==> config.mk <==
export PLATFORM = sky130hd
export DESIGN_NAME = instr_encoder_writer
export DESIGN_NICKNAME = d
export VERILOG_FILES = /design/src/rtl/instr_encoder_writer.sv
export SDC_FILE = /design/constraint.sdc
export NUM_CORES = 1
export LEC_CHECK = 0
export ABC_AREA = 0
export CORE_ASPECT_RATIO = 1.25
export CORE_MARGIN = 2
export CORE_UTILIZATION = 45
export DETAILED_ROUTE_END_ITERATION = 8
export PLACE_DENSITY = 0.68
export RECOVER_POWER = 25
export SKIP_LAST_GASP = 1
export SYNTH_ARGS = -nofsm -noshare
export SYNTH_HDL_FRONTEND = slang
export SYNTH_SLANG_ARGS = --single-unit
==> constraint.sdc <==
create_clock -name clk -period 3.4 [get_ports clk]
set_clock_uncertainty 0.15 [all_clocks]
set_input_delay 0.68 -clock clk [delete_from_list [all_inputs] [get_ports clk]]
set_output_delay 0.68 -clock clk [all_outputs]
set_load 0.02 [all_outputs]
==> src/rtl/instr_encoder_writer.sv <==
// Packs instruction fields into 32-bit words and streams them into instruction memory
// through a small FIFO, under control of a start-delimited load session.
module instr_encoder_writer #(
   parameter int unsigned ADDR_W     = 8,
   parameter int unsigned MEM_DEPTH  = 256,
   parameter int unsigned FIFO_DEPTH = 4
) (
   input  logic              clk,
   input  logic              rst,
   input  logic              start,
   input  logic              in_valid,
   output logic              in_ready,
   input  logic [1:0]        tipo,
   input  logic [1:0]        op,
   input  logic              inm,
   input  logic [3:0]        rd,
   input  logic [3:0]        rs1,
   input  logic [3:0]        rs2,
   input  logic [11:0]       imm,
   output logic              mem_we,
   input  logic              mem_ready,
   output logic [ADDR_W-1:0] mem_addr,
   output logic [31:0]       mem_wdata,
   output logic              busy,
   output logic              done,
   output logic              err,
   output logic [ADDR_W:0]   words_written
);

   localparam int unsigned PTR_W = $clog2(FIFO_DEPTH);

   localparam logic [1:0] S_IDLE  = 2'd0;
   localparam logic [1:0] S_LOAD  = 2'd1;
   localparam logic [1:0] S_DRAIN = 2'd2;

   localparam logic [ADDR_W:0]   DEPTH_CNT = (ADDR_W + 1)'(MEM_DEPTH);
   localparam logic [ADDR_W-1:0] LAST_ADDR = ADDR_W'(MEM_DEPTH - 1);
   localparam logic [PTR_W:0]    FIFO_CAP  = (PTR_W + 1)'(FIFO_DEPTH);

   logic [1:0]        state_q, state_d;
   logic [31:0]       fifo_mem [FIFO_DEPTH];
   logic [PTR_W-1:0]  wr_ptr_q, rd_ptr_q;
   logic [PTR_W:0]    count_q, count_d;
   logic [ADDR_W-1:0] addr_q;
   logic [ADDR_W:0]   written_q;
   logic [ADDR_W:0]   accepted_q;
   logic              err_q, done_q;

   logic        fifo_full, fifo_empty, illegal, accept, push, pop;
   logic [31:0] enc_word;

   assign fifo_full  = (count_q == FIFO_CAP);
   assign fifo_empty = (count_q == '0);

   // Legal-word budget is tracked at acceptance so the session never overruns memory.
   assign in_ready = (state_q == S_LOAD) && !fifo_full && (accepted_q < DEPTH_CNT);
   assign illegal  = ((tipo == 2'b01) || (tipo == 2'b10)) && !inm;
   assign accept   = in_valid && in_ready;
   assign push     = accept && !illegal;

   assign mem_we   = !fifo_empty && (state_q != S_IDLE);
   assign pop      = mem_we && mem_ready;

   assign enc_word = {tipo, op, inm, rd, rs1, (inm ? 4'd0 : rs2), 3'b000,
                      (inm ? imm : 12'd0)};

   assign mem_wdata     = mem_we ? fifo_mem[rd_ptr_q] : 32'd0;
   assign mem_addr      = addr_q;
   assign words_written = written_q;
   assign busy          = (state_q != S_IDLE);
   assign done          = done_q;
   assign err           = err_q;

   always_comb begin
      count_d = count_q;
      if (push && !pop) begin
         count_d = count_q + 1'b1;
      end else if (!push && pop) begin
         count_d = count_q - 1'b1;
      end
   end

   always_comb begin
      state_d = state_q;
      case (state_q)
         S_IDLE:  if (start) state_d = S_LOAD;
         S_LOAD:  if (start || (push && (accepted_q + 1'b1 == DEPTH_CNT))) state_d = S_DRAIN;
         S_DRAIN: if (count_d == '0) state_d = S_IDLE;
         default: state_d = S_IDLE;
      endcase
   end

   always_ff @(posedge clk) begin
      if (rst) begin
         state_q    <= S_IDLE;
         wr_ptr_q   <= '0;
         rd_ptr_q   <= '0;
         count_q    <= '0;
         addr_q     <= '0;
         written_q  <= '0;
         accepted_q <= '0;
         err_q      <= 1'b0;
         done_q     <= 1'b0;
      end else begin
         state_q <= state_d;
         count_q <= count_d;
         err_q   <= accept && illegal;
         done_q  <= (state_q == S_DRAIN) && (state_d == S_IDLE);
         if (push) begin
            wr_ptr_q   <= wr_ptr_q + 1'b1;
            accepted_q <= accepted_q + 1'b1;
         end
         if (pop) begin
            rd_ptr_q  <= rd_ptr_q + 1'b1;
            written_q <= written_q + 1'b1;
            // Saturate so the final word leaves the address at the last location.
            if (addr_q != LAST_ADDR) addr_q <= addr_q + 1'b1;
         end
         if ((state_q == S_IDLE) && start) begin
            addr_q     <= '0;
            written_q  <= '0;
            accepted_q <= '0;
         end
      end
   end

   always_ff @(posedge clk) begin
      if (push) fifo_mem[wr_ptr_q] <= enc_word;
   end

endmodule

==> reports/metrics.cfg <==
[logic_synthesis]
ys_ff_latch=155
synth.largest_area_cell=edfxtp_1
synthArstFlopShare_pct=0
yosys_warnings=0
synth_common_cells=116 x edfxtp_1, 39 x dfxtp_1, 39 x nor2_1
mappedNetlistArea_sq_um=6470
synth.most_common_cell=edfxtp_1
ys_seq_area_share_pct=65.91
synth_cell_type_count=49
yosys-top-cells-area=edfxtp_1 54%, dfxtp_1 12%, mux4_2 10%
syn_area_per_cell_sq_um=15.08
synth_edf_count=116
synth_top_area_share_pct=53.84
syn_inst=429
synth_ff_type=edfxtp_1

[setup_path]
critPathLaunchType=register
cp-end-kind=output pin
crit_type=reg -> out
cp_max_fo=30
worstPathArrival_ns=2.46
worstPathRequired_ns=2.57

[global_route]
grt_pass1_vias=3992
antenna_found_initial=1
grt_start_max_net_pins=34
grt_usage_pct=16.70
grt_pass1_wl_um=20050
grt_overflow=0

[routing]
vias=3804
antenna_left=0
drc=0
firstDrtPassIters=4
via_per_inst=5.328
wl_per_cell_um=17.07
drt_wl_total_um=12190
drtIter0Drc=181

[sta]
period_needed_ns=3.294
tightestPinTransition_ns=0.9198
clock.fmax_ghz=0.3036
slew_headroom_pct=38.68
setup_tns_ns=0
holdWs_ns=0.3567
rsz0062_at_grt=false
finalSetupViolCount=0
min_period_over_period_pct=96.88
finalHoldViolCount=0
slew_viol_final=0

[pwr]
p_leak_nw=2.820
power.internal_w=0.003279
totalPowerFinal_w=0.004185
p_sw_share_pct=21.65
combinationalPowerShare_pct=6.6
p_seq_share_pct=49.4
pwr-share-clk_pct=44.1
vdd_ir_drop_max_mv=0.2853
p_sw_w=0.0009063
p_per_area_nw_per_um2=510.7

[layout]
final_area_sq_um=8195
layout-drive-gt1-share_pct=16.26
nNetsFinal=567
syn_to_final_growth_pct=26.67

[die]
core_area_sq_um=14220
start_util_pct=45.49
num_rows=49
fp.dieH_um=138.1
die_area_sq_um=15360
dieWidth_um=111.3
io_pins=88

[run]
maxCapViolations=0

[clock_tree]
clockBufferDepth=2
cts_tree=built
clk_latency_ns=0.41
htree_levels=4
clk_pin_slew_ns=0.06
post-cts-setup-buffers=0
cts.sink_count=155
cts_resized=0
numCtsBuffers=17
hold_buffers=0
cts_root_buf=clkbuf_16

[place]
dpl.hpwl_um=7849
portBuffers=84
gp_congestion=0.8019
place_area_sq_um=7606

[outcome]
outcome=completed

[min_path]
hold_class=reg -> reg

-- flip-flops by register name, indices dropped and copies added, names as in the netlist, named ones only --
| register | cells |
|---|---|
| accepted_q | 9 |
| count_q | 3 |
| done | 1 |
| err | 1 |
| fifo_mem | 116 |
| mem_addr | 8 |
| rd_ptr_q | 2 |
| state_q | 2 |
| words_written | 9 |
| wr_ptr_q | 2 |
-- worst paths after layout --
path | startpoint | slack (ns) | cells after the start | end
worst max-delay path | count_q[0] | 0.11 | 6 | mem_wdata[8]
worst max register to register | state_q[1] | 0.87 | 7 | words_written[7]
worst min register to register | words_written[1] | 0.36 | 2 | words_written[1]
worst min-delay path | words_written[1] | 0.36 | 2 | words_written[1]
-- through the flow --
stage / cells / setup WS [ns] / utilization, %
after floorplan: 431 / 0.4370 / -
after global placement: 681 / 0.3928 / 53.47
after detailed placement: 681 / 0.3218 / 53.47
after CTS: 713 / 0.06813 / 57.63
after global routing: 713 / 0.01126 / 57.60
final: 714 / 0.1062 / 57.62
-- power groups by stage --
stage                     registers (W)  clock network, W  logic, W
after floorplan                 0.00210                 0  0.000156
after global placement          0.00210                 0  0.000275
after detailed placement        0.00211                 0  0.000281
after CTS                       0.00207           0.00189  0.000282
after global routing            0.00207           0.00198  0.000298
final                           0.00207           0.00184  0.000274
-- kinds of logic (layout without fill, tap and decap cells) --
kind of cell | after synthesis | in the layout | synth area share (%)
other cells | 1 | 4 | 0.05796
flops | 155 | 155 | 65.91
mux | 32 | 32 | 10.56
compound gates | 28 | 28 | 3.501
fa+ha+maj | 11 | 11 | 2.127
buf+inv | 32 | 136 | 2.224
simple gates | 143 | 143 | 11.97
xor+xnor | 27 | 27 | 3.655
-- final cells by class --
type | instances | area, sq um
antenna | 1 | 2.502
clock buffer | 18 | 429.2
clock inverter | 14 | 161.4
fill | 1127 | 6028
inverter | 8 | 30.03
multi-input combinational | 244 | 2069
sequential | 155 | 4265
tap | 178 | 222.7
timing repair buffer | 96 | 1015
-- cells in the final DEF (no fill, tap or decap), types with 5 or more instances in the layout --
cell / synthesis / routed
nor2_1: 39 / 39
dfxtp_1: 39 / 38
clkbuf_16: 0 / 17
ha_1: 11 / 11
buf_12: 0 / 7
and2_1: 18 / 14
nor2b_1: 5 / 5
inv_6: 0 / 5
edfxtp_1: 116 / 116
nand2_1: 19 / 19
xor2_1: 13 / 13
and3_1: 36 / 36
mux4_2: 29 / 29
dlygate4sd3_1: 0 / 13
inv_1: 7 / 7
clkdlybuf4s50_1: 0 / 71
a21oi_1: 8 / 8
xnor2_1: 14 / 14
-- routing by layer --
layer,part of all wire (%),global-route usage [%],vias to the layer above,wire length [um]
met5,0,0,-,0
met4,1.5,5.328,0,178
met3,4.1,4.384,15,497
met2,52,29.78,92,6354
met1,42,19.73,1904,5159
li1,-,-,1793,-
-- worst max-delay path, cell delays in order (launching register included) --
cell,delay [ns]
dfxtp_1,0.41
inv_1,0.15
ha_1,0.25
nand2b_1,0.21
buf_12,0.21
and3_1,0.20
clkdlybuf4s50_1,0.61
Note: power is estimated with default switching activity, not from simulation.
